==> src/rtl/alu_x_pkg.sv <==
// Shared definitions for the ALU execution unit: opcode encodings and the
// handshake FSM state type.
package alu_x_pkg;

    localparam logic [2:0] OP_ADD = 3'd0;
    localparam logic [2:0] OP_SUB = 3'd1;
    localparam logic [2:0] OP_AND = 3'd2;
    localparam logic [2:0] OP_OR  = 3'd3;
    localparam logic [2:0] OP_SLT = 3'd4;
    localparam logic [2:0] OP_NOP = 3'd5;
    localparam logic [2:0] OP_MUL = 3'd6;
    localparam logic [2:0] OP_DIV = 3'd7;

    typedef enum logic [1:0] {
        ST_IDLE = 2'd0,
        ST_MUL  = 2'd1,
        ST_DIV  = 2'd2,
        ST_DONE = 2'd3
    } state_e;

endpackage

==> src/rtl/alu_muldiv_x.sv <==
// Iterative engine shared by MUL (shift-add) and DIV (restoring), one bit per
// cycle. last is high during the final iteration; *_nxt carry its result.
module alu_muldiv_x #(
    parameter int WIDTH = 32
) (
    input  logic             clk,
    input  logic             rst,
    input  logic             start,
    input  logic             mode,
    input  logic [WIDTH-1:0] a,
    input  logic [WIDTH-1:0] b,
    output logic             last,
    output logic [WIDTH-1:0] lo_nxt,
    output logic [WIDTH-1:0] hi_nxt
);

    localparam int CW = $clog2(WIDTH);

    logic             run_q, run_d;
    logic             mode_q, mode_d;
    logic [CW-1:0]    cnt_q, cnt_d;
    logic [WIDTH-1:0] hi_q, hi_d;
    logic [WIDTH-1:0] lo_q, lo_d;
    logic [WIDTH-1:0] opb_q, opb_d;

    logic [WIDTH:0]   mul_sum;
    logic [WIDTH:0]   div_sh;
    logic [WIDTH-1:0] div_rem;
    logic             div_ge;

    // mode 0: hi accumulates, lo holds the multiplier shifting out LSB-first.
    // mode 1: hi is the partial remainder, lo shifts dividend out / quotient in.
    always_comb begin
        mul_sum = {1'b0, hi_q} + (lo_q[0] ? {1'b0, opb_q} : {(WIDTH+1){1'b0}});
        div_sh  = {hi_q, lo_q[WIDTH-1]};
        div_ge  = div_sh >= {1'b0, opb_q};
        div_rem = div_sh[WIDTH-1:0] - opb_q;
        last    = run_q && (cnt_q == CW'(WIDTH-1));

        run_d  = run_q;
        mode_d = mode_q;
        cnt_d  = cnt_q;
        hi_d   = hi_q;
        lo_d   = lo_q;
        opb_d  = opb_q;
        if (start) begin
            run_d  = 1'b1;
            mode_d = mode;
            cnt_d  = '0;
            hi_d   = '0;
            lo_d   = a;
            opb_d  = b;
        end else if (run_q) begin
            if (!mode_q) begin
                hi_d = mul_sum[WIDTH:1];
                lo_d = {mul_sum[0], lo_q[WIDTH-1:1]};
            end else begin
                hi_d = div_ge ? div_rem : div_sh[WIDTH-1:0];
                lo_d = {lo_q[WIDTH-2:0], div_ge};
            end
            if (last) begin
                run_d = 1'b0;
            end else begin
                cnt_d = cnt_q + CW'(1);
            end
        end
        lo_nxt = lo_d;
        hi_nxt = hi_d;
    end

    always_ff @(posedge clk or posedge rst) begin
        if (rst) begin
            run_q  <= 1'b0;
            mode_q <= 1'b0;
            cnt_q  <= '0;
            hi_q   <= '0;
            lo_q   <= '0;
            opb_q  <= '0;
        end else begin
            run_q  <= run_d;
            mode_q <= mode_d;
            cnt_q  <= cnt_d;
            hi_q   <= hi_d;
            lo_q   <= lo_d;
            opb_q  <= opb_d;
        end
    end

endmodule

==> src/rtl/alu_exec_x.sv <==
// ALU execution unit: valid/ready front end, single-cycle datapath, and an
// iterative MUL/DIV engine. Results are held in DONE until OUT_READY.
module alu_exec_x
    import alu_x_pkg::*;
#(
    parameter int WIDTH = 32
) (
    input  logic             CLK,
    input  logic             RST,
    input  logic             IN_VALID,
    output logic             IN_READY,
    input  logic [2:0]       OP,
    input  logic [WIDTH-1:0] A,
    input  logic [WIDTH-1:0] B,
    output logic             OUT_VALID,
    input  logic             OUT_READY,
    output logic [WIDTH-1:0] RESULT,
    output logic [WIDTH-1:0] RESULT_HI,
    output logic             ZERO,
    output logic             DIV_BY_ZERO,
    output logic [1:0]       DBG_STATE
);

    // Handshake: a transfer happens on a rising edge where valid & ready;
    // the source holds its payload until then, the sink accepts at most one
    // transfer per edge. In and out never transfer on the same edge.

    state_e           state_q, state_d;
    logic [WIDTH-1:0] result_q, result_d;
    logic [WIDTH-1:0] result_hi_q, result_hi_d;
    logic             zero_q, zero_d;
    logic             dbz_q, dbz_d;

    logic             accept;
    logic             eng_start;
    logic             eng_mode;
    logic             eng_last;
    logic [WIDTH-1:0] eng_lo;
    logic [WIDTH-1:0] eng_hi;
    logic [WIDTH-1:0] alu_res;

    always_ff @(posedge CLK or posedge RST) begin
        if (RST) begin
            state_q <= ST_IDLE;
        end else begin
            state_q <= state_d;
        end
    end

    always_comb begin
        state_d = state_q;
        case (state_q)
            ST_IDLE: begin
                if (accept) begin
                    if (OP == OP_MUL)                  state_d = ST_MUL;
                    else if (OP == OP_DIV && B != '0)  state_d = ST_DIV;
                    else                               state_d = ST_DONE;
                end
            end
            ST_MUL, ST_DIV: if (eng_last) state_d = ST_DONE;
            ST_DONE:        if (OUT_READY) state_d = ST_IDLE;
            default:        state_d = ST_IDLE;
        endcase
    end

    always_comb begin
        IN_READY  = (state_q == ST_IDLE);
        OUT_VALID = (state_q == ST_DONE);
        DBG_STATE = state_q;
        accept    = IN_VALID && IN_READY;
        eng_mode  = (OP == OP_DIV);
        eng_start = accept && ((OP == OP_MUL) || (OP == OP_DIV && B != '0));
    end

    // Division by zero lands here too: all-ones quotient, dividend as remainder.
    always_comb begin
        case (OP)
            OP_ADD:  alu_res = A + B;
            OP_SUB:  alu_res = A - B;
            OP_AND:  alu_res = A & B;
            OP_OR:   alu_res = A | B;
            OP_SLT:  alu_res = {{(WIDTH-1){1'b0}}, $signed(A) < $signed(B)};
            OP_NOP:  alu_res = '0;
            default: alu_res = '1;
        endcase
    end

    always_comb begin
        result_d    = result_q;
        result_hi_d = result_hi_q;
        zero_d      = zero_q;
        dbz_d       = dbz_q;
        if (accept) begin
            zero_d = 1'b0;
            dbz_d  = 1'b0;
            if (!eng_start) begin
                result_d    = alu_res;
                result_hi_d = (OP == OP_DIV) ? A : '0;
                zero_d      = (alu_res == '0);
                dbz_d       = (OP == OP_DIV);
            end
        end else if (eng_last && (state_q == ST_MUL || state_q == ST_DIV)) begin
            result_d    = eng_lo;
            result_hi_d = eng_hi;
            zero_d      = (eng_lo == '0);
        end
    end

    always_ff @(posedge CLK or posedge RST) begin
        if (RST) begin
            result_q    <= '0;
            result_hi_q <= '0;
            zero_q      <= 1'b0;
            dbz_q       <= 1'b0;
        end else begin
            result_q    <= result_d;
            result_hi_q <= result_hi_d;
            zero_q      <= zero_d;
            dbz_q       <= dbz_d;
        end
    end

    assign RESULT      = result_q;
    assign RESULT_HI   = result_hi_q;
    assign ZERO        = zero_q;
    assign DIV_BY_ZERO = dbz_q;

    alu_muldiv_x #(.WIDTH(WIDTH)) u_muldiv (
        .clk    (CLK),
        .rst    (RST),
        .start  (eng_start),
        .mode   (eng_mode),
        .a      (A),
        .b      (B),
        .last   (eng_last),
        .lo_nxt (eng_lo),
        .hi_nxt (eng_hi)
    );

endmodule

==> config.mk <==
export PLATFORM = sky130hd
export DESIGN_NAME = alu_exec_x
export DESIGN_NICKNAME = d
export VERILOG_FILES = /design/src/rtl/alu_x_pkg.sv /design/src/rtl/alu_muldiv_x.sv /design/src/rtl/alu_exec_x.sv
export SDC_FILE = /design/constraint.sdc
export NUM_CORES = 1
export LEC_CHECK = 0
export BUFFER_PORTS_ARGS = -buffer_cell sky130_fd_sc_hd__buf_2
export CORE_MARGIN = 4
export CORE_UTILIZATION = 62
export CTS_BUF_LIST = sky130_fd_sc_hd__clkbuf_8 sky130_fd_sc_hd__clkbuf_16
export DETAILED_ROUTE_END_ITERATION = 16
export PLACE_DENSITY = 0.82
export SETUP_SLACK_MARGIN = 0.3
export SLEW_MARGIN = 20
export SYNTH_ARGS = -nofsm -noshare
export SYNTH_HDL_FRONTEND = slang
export SYNTH_SLANG_ARGS = --single-unit
==> constraint.sdc <==
create_clock -name CLK -period 6.3 [get_ports CLK]
set_input_delay 1.26 -clock CLK [delete_from_list [all_inputs] [get_ports CLK]]
set_output_delay 1.26 -clock CLK [all_outputs]
set_load 0.02 [all_outputs]
==> out/metrics.yaml <==
outcome: "complete, no violations"
synthSimpleGateAreaFrac_pct: 20.4
synth-seq-area-share_pct: 24.8
ioPinCount: 141
min_path_type: "reg2reg"
synthToLayoutAreaGrowth_pct: 7.80
cts-htree-levels: 4
placed_area_mm2: 0.0180
synth_fa_ha_area_share_pct: 13.6
postRouteAntennaNets: 0
core_mm2: 0.0272
intPower_mw: 4.92
min_period_ns: 5.13
crit_path_cell_trace: "buf_2, ha_1, inv_1, fa_1, nor2b_1, o211ai_1, a31oi_1, o21ai_0, nand4_1, nand3_1, nor4b_1, nand4bb_1, nor4_1, nand4b_1, or4b_1, o31ai_2"
vdd_drop_max_mv: 0.530
grt_pass1_vias: 17300
clock-sinks: 171
minimum_setup_slack_after_placement_ns: 0.857
most-common-layout-cells: "a21oi_1, nor2_1, nand2_1"
drt_first_pass_iters: 6
syn_inst: 2281
design.final.nets: 2595
grt_max_degree: 85
dp_hpwl_um: 48800
cts-buffers-inserted: 17
ff2ff_setup_slack_ns: 1.24
drtIter0Drc: 2464
layout_commonest_cell: "a21oi_1"
setup_ws_ns: 1.17
grt_antenna_before_repair: 1
cp-end-kind: "register"
synth_xor_xnor_area_share_pct: 3.81
drt-total-wl_um: 64400
setup_total_negative_slack_ns: 0
grt_setup_unrepaired: "false"
yosys_warnings: 0
async_reset_ff_share_pct: 100
finalPower_mw: 10.4
synth.ff_latch_count: 171
timing.max_slew.rel_slack_pct: 24.1
die_w_um: 175
switching_share_pct: 52.8
arrival_ns: 5.49
power-per-cell-area_mw_per_mm2: 561
worstSkewPairLatency_ns: 0.45
floorplan.die.height_um: 175
net-switching-power_mw: 5.51
number_of_synthesized_flops_with_an_enable_pin: 0
tritoncts_clock_tree: "built"
ctsHoldBuffers: 0
vias: 18500
wire_per_inst_um: 23.6
cts-root-to-sink-buffers: 2
clk_pin_slew_ns: 0.08
grt_util_all_layers_pct: 41.0
leakagePower_nw: 8.70
post_drt_via_cell_ratio: 6.78
maxCapViolCount: 0
synth_top_flop_cell: "dfrtp_1"
synth_top_family_by_area: "compound AO/OA/AOI/OAI gates"
max_stage_delay_ns: 0.55
global_route.overflow_total: 0
critical_path_s_slowest_cell: "or4b_1"
avgSynthCellArea_um2: 7.56
synth-compound-area-share_pct: 27.1
post-cts-setup-buffers: 0
worstPathRequired_ns: 6.66
max_freq_mhz: 195
number_of_distinct_library_cell_variants_in_the_gate_level_netlist_after_synthesis: 90
summed_area_of_non_filler_cells_in_the_final_layout_mm2: 0.0186
final-setup-viol-count: 0
pin_slew_with_the_least_headroom_to_its_limit_ns: 1.14
grt_pass1_wl_um: 99100
sequential_power_share_pct: 21.7
critical_path_peak_fanout: 4
remaining_drc_errors: 0
cts.repair.resized: 0
root_buffer: "clkbuf_16"
clockPowerShare_pct: 10.6
gp_routability_congestion: 1.05
combPwrFrac_pct: 67.7
fp.dieArea_mm2: 0.0306
synth_mux_area_share_pct: 3.28
final_min_period_over_clock_period_pct: 81.5
initial_core_util_pct: 63.5
critPathKind: "in2reg"
placementRows: 60
port-buffer-count: 140
finish.utilization_pct: 68.4
hold_viol_final: 0
worstSetupStartpointType: "input port"
share_of_final_layout_standard_cells_stronger_than_drive_strength_1_pct: 9.95
fin_worst_skew_ns: 0.0145
synth_area_mm2: 0.0173
syn_nets: 2537
timing_max_transition_violations_final: 0
-- critical path, delay by kind of cell --
kind	cells	cell delay [ns]
adder cells (fa/ha/maj)	2	0.61
AND/OR/NAND/NOR	8	2.32
AO/OA/AOI/OAI	4	1.06
buffers and inverters	2	0.23
-- registers in the layout, indices dropped and copies added (netlist names) --
register,count
u_muldiv.hi_q,32
ZERO,1
u_muldiv.cnt_q,5
u_muldiv.opb_q,32
u_muldiv.mode_q,1
RESULT_HI,32
RESULT,32
u_muldiv.run_q,1
DIV_BY_ZERO,1
DBG_STATE,2
u_muldiv.lo_q,32
-- path summary, 6_finish.rpt --
kind,startpoint,to,cells past startpoint
hold reg to reg,RESULT[11],RESULT[11],2
min in group asynchronous,RST,u_muldiv.hi_q[8],2
max in group asynchronous,RST,u_muldiv.lo_q[11],3
setup reg to reg,u_muldiv.lo_q[0],RESULT_HI[30],15
setup / recovery,B[0],ZERO,16
hold / removal,RESULT[11],RESULT[11],2
-- per-stage QoR --
| step | cells | hold WS, ns |
|---|---|---|
| 3_5_place_dp | 2692 | 0.451 |
| 5_1_grt | 2725 | 0.489 |
| 3_3_place_gp | 2692 | 0.444 |
| 6_report | 2725 | 0.462 |
| 2_1_floorplan | 2281 | 0.470 |
| 4_1_cts | 2724 | 0.469 |
-- cell usage after synthesis (5+ instances only) --
cell type	n	area, um2
o211ai_1	32	240
a221o_1	5	50.1
xnor2_1	53	464
o221ai_1	8	70.1
inv_1	152	571
and3_1	11	68.8
mux2i_1	52	521
a21oi_1	252	1260
o21a_1	18	135
nor3_1	42	210
buf_2	9	45.0
nand2_1	223	837
a21o_1	45	338
and2_1	41	257
o22ai_1	10	62.6
clkbuf_8	14	193
buf_1	14	52.6
a211o_1	8	70.1
o21bai_1	20	150
a31oi_1	27	169
nand4_1	21	131
o21ai_0	211	1060
nor4_1	33	206
nand3_1	46	230
a221oi_1	7	61.3
a211oi_1	35	263
clkbuf_1	85	319
xor2_1	22	193
nor2_1	244	916
o31ai_1	12	90.1
or2_2	5	31.3
nand2b_1	17	106
or3_1	14	87.6
dfrtp_1	171	4280
ha_1	181	2260
nor2b_1	20	125
-- cell families after synthesis --
logic type                 Yosys count
buffers and inverters              279
and+or+nand+nor                    754
adders and majority gates          185
xor gates and xnor gates            75
DFF                                171
muxes                               56
AOI/OAI and AO/OA                  761
-- routing by layer --
layer  share of wire (%)  vias up  track usage (%)
li1                    -     8274                -
met1                  40     8719             56.4
met2                  44     1256             63.3
met3                  12      231             8.35
met4                 4.5        0             16.8
met5                   0        -                0
-- power groups by stage --
stage | clock network, mW | registers [mW] | logic (mW)
2_1_floorplan | 0 | 2.23 | 4.98
3_3_place_gp | 0 | 2.22 | 6.67
3_5_place_dp | 0 | 2.24 | 6.84
4_1_cts | 1.11 | 2.23 | 6.90
5_1_grt | 1.16 | 2.32 | 7.75
6_report | 1.10 | 2.26 | 7.06
-- cell type report --
class | count | area [um2]
Antenna cell | 1 | 2.50
Clock buffer | 17 | 425
Clock inverter | 15 | 166
Fill cell | 2334 | 8580
Inverter | 155 | 587
Multi-Input combinational cell | 1831 | 11800
Sequential cell | 171 | 4280
Tap cell | 372 | 465
Timing Repair Buffer | 163 | 876
(Power assumes the default switching activity.)
